--- config.mk ---
export PLATFORM = sky130hd
export DESIGN_NAME = freq_meter
export DESIGN_NICKNAME = d
export VERILOG_FILES = /design/src/rtl/freq_meter_pkg.sv /design/src/rtl/sync_edge_detect.sv /design/src/rtl/freq_meter.sv
export SDC_FILE = /design/constraint.sdc
export NUM_CORES = 1
export LEC_CHECK = 0
export BUFFER_PORTS_ARGS = -buffer_cell sky130_fd_sc_hd__buf_2
export CORE_UTILIZATION = 45
export DETAILED_ROUTE_END_ITERATION = 12
export PLACE_DENSITY = 0.59
export SLEW_MARGIN = 0
export SYNTH_ARGS = -nofsm -noshare
export SYNTH_HDL_FRONTEND = slang
export SYNTH_HIERARCHICAL = 1
export SYNTH_SLANG_ARGS = --single-unit
--- constraint.sdc ---
create_clock -name CLOCK_50 -period 6.2 [get_ports CLOCK_50]
set_input_delay 0 -clock CLOCK_50 [delete_from_list [all_inputs] [get_ports CLOCK_50]]
set_output_delay 0 -clock CLOCK_50 [all_outputs]
set_load 0.005 [all_outputs]
--- src/rtl/freq_meter_pkg.sv ---
// rtl/freq_meter_pkg.sv - shared state type and clock constants for freq_meter
package freq_meter_pkg;

  typedef enum logic [1:0] {
    IDLE,
    GATE,
    DONE
  } state_t;

  localparam int CLK_HZ  = 50_000_000;
  localparam int GATE_1S = CLK_HZ;

endpackage

--- src/rtl/sync_edge_detect.sv ---
// rtl/sync_edge_detect.sv - two-flop synchronizer with rising-edge pulse for async inputs
module sync_edge_detect (
  input  logic CLOCK_50,
  input  logic reset,
  input  logic async_in,
  output logic level_out,
  output logic rise_pulse
);

  logic sync1;
  logic sync2;
  logic prev;

  always_ff @(posedge CLOCK_50) begin
    if (reset) begin
      sync1 <= 1'b0;
      sync2 <= 1'b0;
      prev  <= 1'b0;
    end else begin
      sync1 <= async_in;
      sync2 <= sync1;
      prev  <= sync2;
    end
  end

  assign level_out  = sync2;
  assign rise_pulse = sync2 & ~prev;

endmodule

--- src/rtl/freq_meter.sv ---
// rtl/freq_meter.sv - counts sig_in rising edges per gate window and CLOCK_50 cycles between edges
module freq_meter
  import freq_meter_pkg::*;
#(
  parameter int GATE_CYCLES = GATE_1S,
  parameter int CNT_W       = 27,
  parameter int PER_W       = 32
) (
  input  logic             CLOCK_50,
  input  logic             reset,
  input  logic             enable,
  input  logic             sig_in,
  output logic [CNT_W-1:0] freq_out,
  output logic [PER_W-1:0] period_out,
  output logic             valid,
  output logic             overflow,
  output logic             busy
);

  localparam int                GATE_W    = $clog2(GATE_CYCLES);
  localparam logic [GATE_W-1:0] GATE_LAST = GATE_W'(GATE_CYCLES - 1);
  localparam logic [CNT_W-1:0]  CNT_MAX   = '1;
  localparam logic [PER_W-1:0]  PER_MAX   = '1;

  state_t             state;
  state_t             state_next;
  logic [GATE_W-1:0]  gate_cnt;
  logic [CNT_W-1:0]   edge_cnt;
  logic [CNT_W-1:0]   cnt_next;
  logic               sat;
  logic               sat_next;
  logic [PER_W-1:0]   per_cnt;
  logic               have_edge;
  logic               sig_level;
  logic               sig_rise;
  logic               rise;
  logic               gate_clear;
  logic               gate_last;

  sync_edge_detect u_sync (
    .CLOCK_50   (CLOCK_50),
    .reset      (reset),
    .async_in   (sig_in),
    .level_out  (sig_level),
    .rise_pulse (sig_rise)
  );

  // The pulse already implies the synchronized level is high; qualifying keeps both taps in use.
  assign rise = sig_rise & sig_level;

  assign gate_clear = (state != GATE) && enable;
  assign gate_last  = (state == GATE) && enable && (gate_cnt == GATE_LAST);

  always_ff @(posedge CLOCK_50) begin
    if (reset) state <= IDLE;
    else       state <= state_next;
  end

  always_comb begin
    state_next = state;
    busy       = 1'b0;
    valid      = 1'b0;
    case (state)
      IDLE: begin
        if (enable) state_next = GATE;
      end
      GATE: begin
        busy = 1'b1;
        if (!enable)                     state_next = IDLE;
        else if (gate_cnt == GATE_LAST)  state_next = DONE;
      end
      DONE: begin
        valid      = 1'b1;
        state_next = enable ? GATE : IDLE;
      end
      default: state_next = IDLE;
    endcase
  end

  // Edge count for this cycle, so an edge in the final gate cycle still lands in freq_out.
  always_comb begin
    cnt_next = edge_cnt;
    sat_next = sat;
    if (rise) begin
      if (edge_cnt == CNT_MAX) sat_next = 1'b1;
      else                     cnt_next = edge_cnt + CNT_W'(1);
    end
  end

  always_ff @(posedge CLOCK_50) begin
    if (reset) begin
      gate_cnt <= '0;
      edge_cnt <= '0;
      sat      <= 1'b0;
      freq_out <= '0;
      overflow <= 1'b0;
    end else begin
      if (gate_clear) begin
        gate_cnt <= '0;
        edge_cnt <= '0;
        sat      <= 1'b0;
      end else if (state == GATE) begin
        gate_cnt <= gate_cnt + GATE_W'(1);
        edge_cnt <= cnt_next;
        sat      <= sat_next;
      end
      if (gate_last) begin
        freq_out <= cnt_next;
        overflow <= sat_next;
      end
    end
  end

  // Period path free-runs on enable; the first edge only arms it.
  always_ff @(posedge CLOCK_50) begin
    if (reset) begin
      per_cnt    <= '0;
      have_edge  <= 1'b0;
      period_out <= '0;
    end else if (!enable) begin
      per_cnt   <= '0;
      have_edge <= 1'b0;
    end else if (rise) begin
      if (have_edge) period_out <= per_cnt;
      per_cnt   <= PER_W'(1);
      have_edge <= 1'b1;
    end else if (per_cnt != PER_MAX) begin
      per_cnt <= per_cnt + PER_W'(1);
    end
  end

endmodule

==> flow_summary.yaml, run 1 <==
placed_design:
  dp_hpwl_um: 10200
  place.gp.congestion: 0.789
  port_buffers: 65
sta:
  hold_viol: 0
  fmax_mhz: 387
  slew_headroom_pct: 23.1
  setup_viol: 0
  finalSetupTns_ns: 0
  tightest_slew_ns: 1.15
  rsz0062_at_grt: "false"
  layout_min_cycle_time_ns: 2.58
  fin_skew_ns: 0.00796
  fin_hold_ws_ns: 0.0602
  slew_violations: 0
  fin_crit_sh_pct: 41.7
yosys:
  synth-edff-count: 0
  ys.flop_type: "dfxtp_1"
  avgSynthCellArea_sq_um: 8.49
  synth_compound_gate_area_share_pct: 9.97
  synthTopCellsByArea: "dfxtp_1, nor2_1, nand2_1"
  synth_async_sr_flop_share_pct: 0
  synth_top_cell_by_area: "dfxtp_1"
  yosys.area_share.simple_pct: 28.9
  ys_seq_elements: 152
  synth_top_family_by_area: "simple AND/OR/NAND/NOR gates"
  yosysSeqAreaShare_pct: 44.6
  synth_area_sq_um: 6830
  synth.area.mux_share_pct: 0.293
  ys_types: 53
  syn_nets: 811
  yosys_warnings: 6
  syn_inst: 804
  synth_top_area_share_pct: 44.6
  synth-xor-area-share_pct: 11.8
  synth_fa_ha_area_share_pct: 0.550
final_layout:
  num-fill-cells: 1401
  drive_above_1_share_pct: 16.1
  area_delta_synth_final_pct: 13.9
  antenna_cells: 0
  final_cell_mix: "dfxtp_1, nor2_1, nand2_1, buf_2, a21oi_1"
  final_common_cell: "dfxtp_1"
  nets: 852
global_routing:
  grt_pass1_wl_um: 25900
  grt_usage_pct: 20.4
  grt_antenna_before_repair: 0
  grt-ovfl-total: 0
  grt_pass1_vias: 5381
  grt_max_degree: 67
worst_setup_path:
  crit_type: "reg2reg"
  startpoint: "gate_cnt[0]"
  required_ns: 6.55
  r2r_start: "gate_cnt[0]"
  critical_path.endpoint: "freq_out[22]"
  cp-end-kind: "flop"
  crit_path_max_fanout: 27
  r2r_setup_slack_ns: 3.62
  r2r_end: "freq_out[22]"
  reg2regPathDepth: 6
  crit_path_start_kind: "flop"
  cp_data_arrival_time_ns: 2.93
outcome:
  violations: "DRC"
  outcome: "finished with violations"
cts:
  postCtsSetupBuffers: 0
  htree_levels: 4
  cts_resized: 0
  root_buffer: "clkbuf_16"
  cts.sinks: 152
  cts_buffers: 17
  cts.path.max_buffers: 2
  cts_tree: "yes"
  hold_buffers: 1
  clkLatencyLatePin_ns: 0.43
  path_clk_slew_ns: 0.07
power:
  cellLeakagePower_nw: 2.61
  design_power_total_mw: 2.03
  p_per_area_nw_per_um2: 261
  ir_worst_vdd_mv: 0.203
routing:
  dr.pass1.iters: 9
  vias: 5577
  dr.first_iter.drc_count: 322
  wl_per_cell_um: 14.6
  drcViolationCount: 10
  vias_per_cell: 5.35
  drt_wl_total_um: 15200
  ant_nets: 0
floorplanning:
  start_util_pct: 46.6
  io_pins: 66
  coreArea_sq_um: 14600
  rows: 44
  die-area_sq_um: 15700
  die_h_um: 125
  die_w_um: 125
worst_hold_path:
  hold_class: "in2reg"
job:
  max_cap_viol_count: 0
kinds of logic (layout without fill, tap and decap cells):
| kind of cell | count (synthesis) | count (layout) |
|---|---|---|
| muxes | 2 | 2 |
| AOI/OAI and AO/OA | 97 | 97 |
| xor gates and xnor gates | 92 | 92 |
| and+or+nand+nor | 399 | 399 |
| DFF | 152 | 152 |
| adders and majority gates | 3 | 3 |
| buffers and inverters | 59 | 113 |
through the flow:
step / util, % / instances / setup WS (ns) / cell area, sq um
after floorplan: - / 804 / 4.15 / 6830
after global routing: 53.1 / 1042 / 3.36 / 7780
final: 53.1 / 1042 / 3.62 / 7780
after global placement: 49.1 / 1009 / 3.68 / 7190
after detailed placement: 49.1 / 1009 / 3.59 / 7190
after CTS: 53.1 / 1042 / 3.57 / 7780
where the power goes:
group	internal (mW)	total, mW	switching (mW)
Sequential	0.979	0.981	0.00201
Clock	0.595	1.02	0.425
Combinational	0.00596	0.0303	0.0243
Total	1.58	2.03	0.451
worst max-delay path, stage by stage, from the launching register on:
cell and delay [ns]:
dfxtp_1 0.39, ha_1 0.21, nand2_1 0.09, or4_4 0.53
nor3_4 0.91, nor2_1 0.13, a211oi_2 0.24
state kept, by name (all words and copies together) (netlist names):
| signal | cells |
|---|---|
| u_sync/prev | 1 |
| u_sync/level_out | 1 |
| u_sync/sync1 | 1 |
| have_edge | 1 |
| overflow | 1 |
| gate_cnt | 26 |
| sat | 1 |
| edge_cnt | 27 |
| freq_out | 27 |
| per_cnt | 32 |
| state | 2 |
| period_out | 32 |
metal layers:
| layer | GRT usage (%) | wire, um | part of all wire (%) | up-vias |
|---|---|---|---|---|
| li1 | - | - | - | 2824 |
| met1 | 26.1 | 7340 | 48 | 2655 |
| met2 | 33.7 | 7120 | 47 | 85 |
| met3 | 5.31 | 572 | 3.8 | 13 |
| met4 | 5.95 | 137 | 0.90 | 0 |
| met5 | 0 | 0 | 0 | - |
synthesized netlist by cell type (2+ instances only):
master / count
clkbuf_1: 27
nor4_1: 9
ha_1: 3
a21oi_1: 50
nand4_1: 29
nor3_2: 3
inv_1: 9
buf_6: 2
mux2i_1: 2
xnor2_1: 47
or3_1: 10
and3_1: 13
and4_1: 10
nor4b_1: 2
buf_2: 14
or2_2: 3
nor4_2: 3
o21ai_0: 10
nor3b_1: 3
and2_1: 5
dfxtp_1: 152
buf_4: 4
nor3_1: 22
a21o_1: 2
nand3_1: 41
xor2_1: 45
a211oi_2: 18
nor2_1: 119
nor2b_1: 5
nand2_1: 110
a211oi_1: 10
area by class of cell:
class                      instances  area, sq um  share of cell area (%)
clock buffer                      18          429                    5.52
clock inverter                    14          150                    1.93
inverter                          10         37.5                   0.483
multi-input combinational        593         3520                    45.2
sequential                       152         3040                    39.1
tap                              184          230                    2.96
timing repair buffer              71          373                    4.79
how the worst min path moves through the flow:
stage          startpoint          endpoint  slack (ns)  cells after the start
2_1_floorplan       reset  u_sync/level_out        0.07                      1
3_3_place_gp       sig_in      u_sync/sync1        0.21                      2
3_5_place_dp       sig_in      u_sync/sync1        0.22                      2
4_1_cts            enable          state[1]        0.04                      4
5_1_grt            enable         have_edge        0.08                      3
6_report           enable          state[1]        0.06                      4
Power figures use the tool's default switching activity.
==> run 2, diff against run 1 <==
Clock period 6.2 ns to 2.39 ns, I/O delays scaled along.
==> run 2 against run 1 <==
The run still ends with DRC left. Worst setup slack got worse by 3.5 ns. Critical path depth rose by 1. Non-clock buffer count grew 27. Maximum frequency grew 16%. Final area is 3.4% higher. Sequential cell count stayed put. Global-route usage down 0.081 points. Final cell count rose by 2.6%. Clock skew shrank 0.0013 ns. Worst hold slack got worse by 0.016 ns. Sequential share of layout area is 1.3 points lower. Critical endpoint is now freq_out[5].
==> flow_summary.yaml, run 2 (same netlist as run 1, synthesis figures left out) <==
cts:
  htree_levels: 4
  clkLatencyLatePin_ns: 0.42
  cts.sinks: 152
  root_buffer: "clkbuf_16"
  path_clk_slew_ns: 0.06
  cts.path.max_buffers: 2
  postCtsSetupBuffers: 0
  cts_tree: "yes"
  cts_buffers: 17
worst_setup_path:
  cp_data_arrival_time_ns: 2.50
  required_ns: 2.66
  crit_path_start_kind: "flop"
  cp-end-kind: "flop"
  crit_type: "reg2reg"
  crit_path_max_fanout: 9
sta:
  fin_hold_ws_ns: 0.0443
  setup_viol: 0
  slew_headroom_pct: 50.7
  finalSetupTns_ns: 0
  hold_viol: 0
  layout_min_cycle_time_ns: 2.23
  fin_crit_sh_pct: 93.3
  slew_violations: 0
  fin_skew_ns: 0.00665
  tightest_slew_ns: 0.740
  fmax_mhz: 448
  rsz0062_at_grt: "false"
routing:
  dr.first_iter.drc_count: 326
  wl_met1_um: 7520
  vias_per_cell: 5.25
  vias: 5611
  drt_wl_total_um: 15300
  drcViolationCount: 10
  ant_nets: 0
  met3_length_um: 519
  maxUsedRoutingLayer: "met4"
  dr.pass1.iters: 9
  wl_met2_um: 7200
  wl_per_cell_um: 14.3
floorplanning:
  die_h_um: 125
  rows: 44
  die-area_sq_um: 15700
  die_w_um: 125
  io_pins: 66
  coreArea_sq_um: 14600
  start_util_pct: 46.6
placed_design:
  port_buffers: 65
  place.gp.congestion: 0.802
  dpl_cell_area_sq_um: 7410
  dp_hpwl_um: 10500
job:
  max_cap_viol_count: 0
final_layout:
  antenna_cells: 0
  nets: 879
  drive_above_1_share_pct: 18.9
  top_regs: "per_cnt (32), period_out (32)"
  area_delta_synth_final_pct: 17.8
  final_common_cell: "dfxtp_1"
  final_cell_mix: "dfxtp_1, nor2_1, nand2_1, buf_2, a21oi_1"
  final_area_sq_um: 8040
global_routing:
  grt_pass1_wl_um: 25700
  grt_usage_pct: 20.3
  grt_max_degree: 63
  grt-ovfl-total: 0
  grt_pass1_vias: 5397
  grt_antenna_before_repair: 0
outcome:
  outcome: "finished with violations"
  violations: "DRC"
power:
  ir_worst_vdd_mv: 0.490
  cellLeakagePower_nw: 2.78
  p_per_area_nw_per_um2: 667
worst_hold_path:
  hold_class: "in2reg"
==> run 2: cell count changes in the layout (fill, tap and decap cells not counted), moves of 2 or more <==
| cell | before | now |
|---|---|---|
| buf_12 | 0 | 2 |
| inv_8 | 0 | 2 |
| clkbuf_8 | 0 | 3 |
| buf_4 | 5 | 29 |
| inv_6 | 3 | 1 |
==> run 2: what timing repair did <==
item | CTS | global route
resized for setup | 0 | 2
hold buffers | 2 | 0
hold endpoints to repair | 3 | 0
endpoints found under the setup margin | 0 | 8
==> run 2: metrics by stage <==
step | std cells | total power [mW] | setup WS, ns | util, %
final | 1069 | 5.37 | 0.159 | 54.9
after global routing | 1069 | 5.56 | 0.00156 | 54.9
after CTS | 1069 | 5.42 | 0.101 | 54.9
after detailed placement | 1035 | 2.68 | 0.118 | 50.6
after global placement | 1035 | 2.68 | 0.184 | 50.6
after floorplan | 804 | 2.66 | 0.341 | -
==> run 2: worst paths after layout <==
path	end	depth (start not counted)	from	slack (ns)
max reg2reg	freq_out[5]	7	gate_cnt[0]	0.16
min	state[1]	4	enable	0.04
min reg2reg	period_out[18]	2	period_out[18]	0.45
max	freq_out[5]	7	gate_cnt[0]	0.16
==> run 2: where the power goes <==
group          switching, mW  internal, mW
Combinational         0.0655        0.0191
Clock                   1.10          1.64
Sequential           0.00519          2.54
==> run 2: cell type report <==
cell class | count | area (sq um)
Clock buffer | 20 | 467
Clock inverter | 12 | 141
Fill cell | 1334 | 6600
Inverter | 10 | 37.5
Multi-Input combinational cell | 593 | 3520
Sequential cell | 152 | 3040
Tap cell | 184 | 230
Timing Repair Buffer | 98 | 603
==> run 2: routing by layer <==
layer | vias up | GRT usage (%)
met5 | - | 0
met4 | 0 | 6.17
met3 | 4 | 5.43
met2 | 69 | 32.7
met1 | 2658 | 26.6
li1 | 2880 | -
==> run 2: critical path, stage by stage, from the launching register on <==
cell,delay [ns]
dfxtp_1,0.39
ha_1,0.22
nand2_1,0.09
or4_4,0.53
nor3_2,0.24
and3_1,0.30
buf_4,0.22
a211oi_1,0.08
